## config.mk

```make
export PLATFORM = sky130hd
export DESIGN_NAME = npc_pc_reg
export DESIGN_NICKNAME = d
export VERILOG_FILES = /design/src/rtl/npc_pc_reg_pkg.sv /design/src/rtl/npc_pc_align_chk.sv /design/src/rtl/npc_pc_reg.sv
export SDC_FILE = /design/constraint.sdc
export NUM_CORES = 1
export LEC_CHECK = 0
export ABC_AREA = 1
export CORE_ASPECT_RATIO = 0.7
export CORE_MARGIN = 2
export CORE_UTILIZATION = 34
export DETAILED_ROUTE_END_ITERATION = 8
export MAX_ROUTING_LAYER = met4
export PLACE_DENSITY_LB_ADDON = 0.12
export SKIP_LAST_GASP = 1
export SYNTH_ARGS = -nofsm -noshare
export SYNTH_HDL_FRONTEND = slang
export SYNTH_SLANG_ARGS = --single-unit
```

## constraint.sdc

```tcl
create_clock -name clk -period 1.35 [get_ports clk]
set_input_delay 0.405 -clock clk [delete_from_list [all_inputs] [get_ports clk]]
set_output_delay 0.405 -clock clk [all_outputs]
set_load 0.05 [all_outputs]
```

## src/rtl/npc_pc_reg_pkg.sv

```systemverilog
// Shared constants for the NPC program-counter state register.
// Latency: n/a (constants only).
// Backpressure: n/a.
//
// Contents:
//   XLEN           - PC width in bits
//   RESET_PC       - reset vector loaded while reset is asserted
//   NPC_INST_ALIGN - required value of pc[1:0] for a correctly aligned fetch
package npc_pc_reg_pkg;

    localparam int unsigned XLEN = 64;

    localparam logic [63:0] RESET_PC = 64'h0000_0000_8000_0000;

    // Instructions are 4-byte aligned, so a legal PC has zero low bits.
    localparam logic [1:0] NPC_INST_ALIGN = 2'b00;

endpackage : npc_pc_reg_pkg

```

## src/rtl/npc_pc_align_chk.sv

```systemverilog
// Registered misalignment flag for the PC most recently loaded into npc_pc_reg.
// Latency: 1 cycle, same edge as the PC register itself.
// Backpressure: none; loads every clock while reset is deasserted.
//
// Ports:
//   clk         in   1     system clock
//   rst         in   1     asynchronous, active-low reset
//   pc_src      in   XLEN  next PC being loaded this edge
//   pc_misalign out  1     set when the loaded PC has non-zero low bits
//
// Only built when PC_MISALIGN_CHK_EN is defined.
`ifdef PC_MISALIGN_CHK_EN
module npc_pc_align_chk #(
    parameter int unsigned XLEN = npc_pc_reg_pkg::XLEN
) (
    input  logic            clk,
    input  logic            rst,
    input  logic [XLEN-1:0] pc_src,
    output logic            pc_misalign
);

    import npc_pc_reg_pkg::*;

    logic misalign_nxt;

    // Any low bit differing from the alignment pattern marks the PC misaligned.
    assign misalign_nxt = (pc_src[1:0] != NPC_INST_ALIGN);

    always_ff @(posedge clk or negedge rst) begin
        if (!rst) begin
            pc_misalign <= 1'b0;
        end else begin
            pc_misalign <= misalign_nxt;
        end
    end

`ifndef SYNTHESIS
    // Warning for the simulation log only; no hardware is implied.
    always_ff @(posedge clk) begin
        if (rst && misalign_nxt) begin
            $display("%0t npc_pc_align_chk: warning, misaligned pc loaded: %h", $time, pc_src);
        end
    end
`endif

endmodule : npc_pc_align_chk
`endif

```

## src/rtl/npc_pc_reg.sv

```systemverilog
// Program-counter state register of the single-cycle NPC fetch path; owns the reset vector.
// Latency: 1 cycle from pc_src to pc_out; reset forces RESET_PC asynchronously.
// Backpressure: none; no enable or stall, the IFU-selected next PC loads every clock.
//
// Ports:
//   clk         in   1     system clock; all state updates on posedge
//   rst         in   1     asynchronous, active-low reset
//   pc_src      in   XLEN  next PC (jal target, branch target or pc+4) from the IFU
//   pc_out      out  XLEN  current PC, straight from the register
//   pc_misalign out  1     registered misalignment flag (PC_MISALIGN_CHK_EN builds only)
//
// Build option: define PC_MISALIGN_CHK_EN to add the pc_misalign output.
// pc_out behaves identically in both builds.
module npc_pc_reg #(
    parameter int unsigned          XLEN     = npc_pc_reg_pkg::XLEN,
    parameter logic [XLEN-1:0]      RESET_PC = npc_pc_reg_pkg::RESET_PC[XLEN-1:0]
) (
    input  logic            clk,
    input  logic            rst,
    input  logic [XLEN-1:0] pc_src,
`ifdef PC_MISALIGN_CHK_EN
    output logic            pc_misalign,
`endif
    output logic [XLEN-1:0] pc_out
);

    import npc_pc_reg_pkg::*;

    // The value is stored verbatim: misaligned PCs and wrap-around to zero pass
    // through untouched, the IFU deals with them downstream.
    always_ff @(posedge clk or negedge rst) begin
        if (!rst) begin
            pc_out <= RESET_PC;
        end else begin
            pc_out <= pc_src;
        end
    end

`ifdef PC_MISALIGN_CHK_EN
    npc_pc_align_chk #(
        .XLEN (XLEN)
    ) u_align_chk (
        .clk         (clk),
        .rst         (rst),
        .pc_src      (pc_src),
        .pc_misalign (pc_misalign)
    );
`endif

endmodule : npc_pc_reg

```

# Word-level counts from Yosys, hierarchy flattened
# Index checks and enable logic that the tools add are counted.
dict set report classes {
  addsub 0
  n_mul 0
  div_mod_pow 0
  n_lt_le_gt_ge 0
  eq_ne 0
  shifts 0
  muxes 0
  bitwise_logic 0
  n_reduce_logical 0
}
dict set report word_totals {
  ff_bits 64
  latchBits 0
  ramBits 0
  rom_bits 0
  out_inout_bits 64
  memories 0
}

# Logic depth before layout (Yosys ltp)
# Gate-level depths: netlist (run 1).
dict set report logic_depth {
  depth_word 0
  mapped_depth 0
  ltp_nobuf 0
}

# Least setup slack after synthesis (run 1)
# No wires, ideal clock.
dict set report synth_timing {
  path_kind {reg-to-output}
  start {register pc_out[31]}
  end {output port pc_out[31]}
  arrival_time_ns 0.656
  required_ns 0.945
  setup_slack_ns 0.289
  path_stages_with_launch 1
  n_path_buf 0
  cell_sequence {dfstp_2}
}
# element line
set synth_rtl {}
lappend synth_rtl {{start: declaration} npc_pc_reg.sv:24} ;# output logic [XLEN-1:0] pc_out
lappend synth_rtl {{start signal: assignment} npc_pc_reg.sv:35} ;# pc_out <= pc_src;
# No word-level cell between the ends.

# Worst setup path after layout (run 1)
dict set report layout_timing {
  start {register pc_out[31]}
  end {output port pc_out[31]}
}
# No word-level cell between the ends.

==> results of run 1 <==
-- final timing paths --
| kind | endpoint | start | cells after the start | slack (ns) |
|---|---|---|---|---|
| worst min-delay path | pc_out[31] | pc_src[31] | 1 | 0.48 |
| max in group asynchronous | pc_out[6] | rst | 3 | 0.41 |
| worst max-delay path | pc_out[31] | pc_out[31] | 1 | -0.06 |
| min in group asynchronous | pc_out[63] | rst | 2 | 0.50 |
-- area by class of cell --
cell class              instances  area, um^2
clock buffers                  14         143
clock inverters                 2        10.0
fillers                       203         628
flip-flops and latches         64        1600
well taps                      55        68.8
repair buffers                132        1980
-- cell families (layout without fill, tap and decap cells) --
| family | after synthesis | after routing | share of synthesized area, % |
|---|---|---|---|
| buffers and inverters | 0 | 148 | 0 |
| flip-flops | 64 | 64 | 100 |
-- synth_stat cells (all sizes together) --
cell    n  area share [%]
dfstp   1             1.6
dfrtp  63              98
-- metrics by stage --
stage | std cells | util [%] | area (um^2) | TNS, ns
global placement | 250 | 82.1 | 3640 | 0
global route | 267 | 85.8 | 3800 | -0.0952
detailed placement | 250 | 82.1 | 3640 | 0
CTS | 267 | 85.8 | 3800 | -0.0885
floorplan | 64 | - | 1600 | 0
finish | 267 | 85.8 | 3800 | -0.0645
-- layer usage --
| layer | up-vias | GRT usage, % |
|---|---|---|
| met5 | - | - |
| met1 | 545 | 17.5 |
| li1 | 482 | - |
| met4 | 0 | 10.4 |
| met2 | 79 | 31.6 |
| met3 | 11 | 9.52 |
-- power groups by stage --
| stage | clock network, W | logic (W) | registers (W) |
|---|---|---|---|
| 2_1_floorplan | 0 | 0 | 0.00243 |
| 4_1_cts | 0.00133 | 0.00102 | 0.00210 |
| 3_5_place_dp | 0 | 0.00102 | 0.00214 |
| 6_report | 0.00127 | 0.00101 | 0.00210 |
| 5_1_grt | 0.00143 | 0.00104 | 0.00211 |
| 3_3_place_gp | 0 | 0.00100 | 0.00213 |
-- cell usage in the layout (no fill, tap or decap) --
cell type	count
buf_2	1
clkbuf_8	9
dlygate4sd3_1	1
clkbuf_1	5
dfstp_2	1
dfrtp_1	63
clkdlybuf4s50_1	64
clkinv_2	2
buf_12	66
-- repair_timing --
item	CTS	global route
endpoints found under the setup margin	1	1
endpoints found under the hold margin	7	0
hold buffers	1	0
==> out/qor.yml, run 1 <==
routing:
  routed_wl_um: 4200
  met3WireLength_um: 446
  drcViolationCount: 0
  wire_per_inst_um: 15.7
  wirelength_met1_um: 1290
  via_per_inst: 4.18
  postRouteAntennaNets: 0
  drt-initial-drc-count: 23
  met2_length_um: 2350
  routed.top_layer: "met4"
  vias: 1117
  first_pass_iters: 2
clock_tree:
  htreeDepth: 3
  clock-sinks: 64
  cts.root.buffer_cell: "clkbuf_8"
  clk_pin_slew_worst_paths_ns: 0.06
  cts.path.max_buffers: 2
  post_cts_buffers: 0
  cts_tree: "done"
  ctsResizeCount: 0
  cts-buffers-inserted: 9
sta:
  final.setup.worst_slack_ns: -0.0645
  slew_violations: 0
  whs_ns: 0.475
  rsz0062_at_grt: "yes"
  fin_crit_sh_pct: 105
  finalSetupViolations: 1
  fmax_mhz: 707
  final_hold_viol_count: 0
  relSlewSlack_pct: 80.4
  period_needed_ns: 1.41
  tightest_slew_ns: 0.294
power_and_ir_drop:
  vdd_drop_max_uv: 886
  combPwrFrac_pct: 23.0
  p_sw_w: 0.00116
  p_total_w: 0.00438
  power_frac_clock_pct: 29.1
  swShare_pct: 26.4
  powerDensity_mw_per_mm2: 1150
  pwr-share-seq_pct: 47.9
  internal_power_w: 0.00323
  p_leak_nw: 1.70
logic_synthesis:
  syn_area_mm2: 0.00160
  synth_cell_type_count: 2
  yosysWarnings: 0
  seq_area_frac_synth_pct: 100
  syn_nets: 130
  avgSynthCellArea_um2: 25.0
  synthCells: 64
  ys_ff_latch: 64
grt:
  grt-ovfl-total: 0
  track_usage_pct: 18.6
  grt_pass1_vias: 1253
  antenna_found_initial: 0
  grt_max_degree: 29
  grt_pass1_wl_um: 6360
floorplanning:
  rows: 20
  initial_core_util_pct: 36.2
  dieArea_mm2: 0.00529
  coreArea_mm2: 0.00443
  die_w_um: 86.1
  die_y_um: 61.4
  num_io_pins: 130
cells_and_area:
  largest_register_ffs: 64
  multi_input_comb_area_um2: 0
  num_antenna_cells: 0
  nets: 273
  nMultiInputCombCells: 0
  largest_registers: "pc_out (64)"
  largest_register: "pc_out"
  drive_above_1_share_pct: 37.3
  syn_to_final_growth_pct: 137
placement:
  io_buffers: 129
  place_congestion: 0.777
  place_ws_ns: 0.290
  hpwl_um: 3440
critical_path:
  critPathBufInv: 1
  cp-end-kind: "output port"
  required_ns: 0.95
  critical_path_class: "register to output port"
  crit_arrival_ns: 1.01
  crit_path_start_kind: "register"
  crit_family: "flip-flops"
  cp_slowest_cell: "dfstp_2"
  crit_chain: "buf_12"
  cpPeakStageDelay_ns: 0.55
  cp_max_fo: 1
status:
  violations: "negative setup slack"
  status: "finished with violations"
worst_hold_path:
  hold_class: "input port to register"
job:
  cap_violations: 0
No activity file was read; power rests on OpenSTA's default activity.
==> run 2: changes to the inputs <==
CORE_UTILIZATION = 36   (was 34)
CTS_BUF_LIST = sky130_fd_sc_hd__clkbuf_4 sky130_fd_sc_hd__clkbuf_8   (was default)
==> out/qor.yml, run 2 (synthesized netlist as in run 1, its figures left out) <==
floorplanning:
  rows: 20  # unchanged
  initial_core_util_pct: 37.2  # was 36.2%
  dieArea_mm2: 0.00501  # was 0.00529 mm^2
  die_w_um: 83.8  # was 86.1 um
  die_y_um: 59.8  # was 61.4 um
  coreArea_mm2: 0.00430  # was 0.00443 mm^2
  num_io_pins: 130  # unchanged
status:
  violations: "negative setup slack"  # unchanged
  status: "finished with violations"  # unchanged
sta:
  whs_ns: 0.0769  # was 0.475 ns
  slew_violations: 0  # unchanged
  finalSetupViolations: 1  # unchanged
  final_hold_viol_count: 0  # unchanged
  fmax_mhz: 715  # was 707 MHz
  tightest_slew_ns: 0.320  # was 0.294 ns
  final.setup.worst_slack_ns: -0.0479  # was -0.0645 ns
  rsz0062_at_grt: "yes"  # unchanged
  relSlewSlack_pct: 78.6  # was 80.4%
  fin_setup_tns_ns: -0.0479  # was -0.0645 ns
  fin_crit_sh_pct: 104  # was 105%
  period_needed_ns: 1.40  # was 1.41 ns
power_and_ir_drop:
  powerDensity_mw_per_mm2: 1190  # was 1150 mW/mm^2
  p_leak_nw: 1.71  # was 1.70 nW
  p_sw_w: 0.00116  # about the same
  swShare_pct: 25.7  # was 26.4%
  vdd_drop_max_uv: 860  # was 886 uV
  pwr-share-seq_pct: 46.4  # was 47.9%
  internal_power_w: 0.00337  # was 0.00323 W
  combPwrFrac_pct: 22.0  # was 23.0%
  power_frac_clock_pct: 31.6  # was 29.1%
cells_and_area:
  multi_input_comb_area_um2: 0  # unchanged
  nMultiInputCombCells: 0  # unchanged
  final_cell_count_no_fill: 265  # was 267
  final_common_cell: "buf_12"  # unchanged
  largest_registers: "pc_out (64)"  # unchanged
  nets: 271  # was 273
  syn_to_final_growth_pct: 137  # about the same
  largest_register_ffs: 64  # unchanged
  design_area_mm2: 0.00380  # about the same
  largest_register: "pc_out"  # unchanged
  final_cell_mix: "buf_12 (65), clkdlybuf4s50_1 (64), dfrtp_1 (63), clkbuf_8 (10), clkbuf_4 (5)"  # was buf_12 (66), clkdlybuf4s50_1 (64), dfrtp_1 (63), clkbuf_8 (9), clkbuf_1 (5)
  regArea_mm2: 0.00160  # unchanged
  num_antenna_cells: 0  # unchanged
  num-fill-cells: 172  # was 203
  drive_above_1_share_pct: 39.5  # was 37.3%
critical_path:
  crit_family: "flip-flops"  # unchanged
  cpPeakStageDelay_ns: 0.54  # was 0.55 ns
  cp_max_fo: 1  # unchanged
  crit_arrival_ns: 0.99  # was 1.01 ns
  crit_path_start_kind: "register"  # unchanged
  cp_slowest_cell: "dfstp_2"  # unchanged
  critPathBufInv: 1  # unchanged
  critical_path_class: "register to output port"  # unchanged
  crit_chain: "buf_12"  # unchanged
  required_ns: 0.95  # about the same
  cp-end-kind: "output port"  # unchanged
clock_tree:
  ctsResizeCount: 0  # unchanged
  cts_tree: "done"  # unchanged
  clock-sinks: 64  # unchanged
  clk_pin_slew_worst_paths_ns: 0.06  # about the same
  cts-buffers-inserted: 9  # unchanged
  cts.root.buffer_cell: "clkbuf_8"  # unchanged
  cts.path.max_buffers: 2  # unchanged
  cts-hold-fix-buffers: 0  # was 1
  post_cts_buffers: 0  # unchanged
  htreeDepth: 3  # unchanged
placement:
  dp.cells: 249  # was 250
  io_buffers: 129  # unchanged
  place_congestion: 0.748  # was 0.777
  dpl_cell_area_mm2: 0.00362  # was 0.00364 mm^2
  hpwl_um: 3430  # was 3440 um
worst_hold_path:
  hold_class: "input port to asynchronous set/reset pin"  # was input port to register
routing:
  drt-initial-drc-count: 30  # was 23
  via_per_inst: 4.19  # was 4.18
  routed_wl_um: 4340  # was 4200 um
  first_pass_iters: 2  # unchanged
  postRouteAntennaNets: 0  # unchanged
  vias: 1110  # was 1,117
  wire_per_inst_um: 16.4  # was 15.7 um
  drcViolationCount: 0  # unchanged
grt:
  antenna_found_initial: 0  # unchanged
  grt_pass1_wl_um: 6470  # was 6360 um
  grt_pass1_vias: 1245  # was 1,253
  grt-ovfl-total: 0  # unchanged
  track_usage_pct: 19.3  # was 18.6%
  grt_max_degree: 65  # was 29
job:
  cap_violations: 0  # unchanged
[run 2: changes by cell type in the layout (fill, tap and decap cells not counted)]
cell	previous run	this run
clkbuf_8	9	10
dlygate4sd3_1	1	0
buf_12	66	65
clkinv_2	2	1
clkbuf_4	0	5
clkbuf_1	5	0
[run 2: final cells by class]
type | instances | share of cell area, %
clock buffers | 15 | 4.61
clock inverters | 1 | 0.132
flip-flops and latches | 64 | 42.2
well taps | 55 | 1.81
repair buffers | 130 | 51.3
[run 2: path summary, 6_finish.rpt]
check	slack [ns]	endpoint	from	depth (start not counted)
hold / removal	0.08	pc_out[3]	rst	2
max in group asynchronous	0.96	pc_out[31]	rst	2
min in group clk	0.49	pc_out[31]	pc_src[31]	1
setup / recovery	-0.05	pc_out[31]	pc_out[31]	1
[run 2: stage by stage]
stage / setup slack, ns / power [W] / util, %
3_5_place_dp: 0.293 / 0.00315 / 84.1
2_1_floorplan: 0.289 / 0.00243 / -
4_1_cts: -0.0809 / 0.00462 / 88.3
5_1_grt: -0.0842 / 0.00474 / 88.3
6_report: -0.0479 / 0.00454 / 88.3
3_3_place_gp: 0.293 / 0.00313 / 84.1
[run 2: metal layers]
metal	part of all wire, %	GRT usage [%]	vias to the layer above
met5	0	-	-
met3	10	8.70	4
met2	57	32.3	78
li1	-	-	477
met1	32	18.7	551
met4	0.90	12.2	0
[run 2: power by group through the flow]
| stage | Sequential [W] | Combinational [W] | Clock (W) |
|---|---|---|---|
| after floorplan | 0.00243 | 0 | 0 |
| after global placement | 0.00213 | 0.000994 | 0 |
| after detailed placement | 0.00214 | 0.00101 | 0 |
| after CTS | 0.00211 | 0.00101 | 0.00150 |
| after global routing | 0.00211 | 0.00103 | 0.00160 |
| final | 0.00210 | 0.000998 | 0.00144 |
==> run 3: changes to the inputs <==
CAP_MARGIN = 20   (was default)
==> results of run 3 <==
Final layout, timing and power as in run 2 (identical DEF).
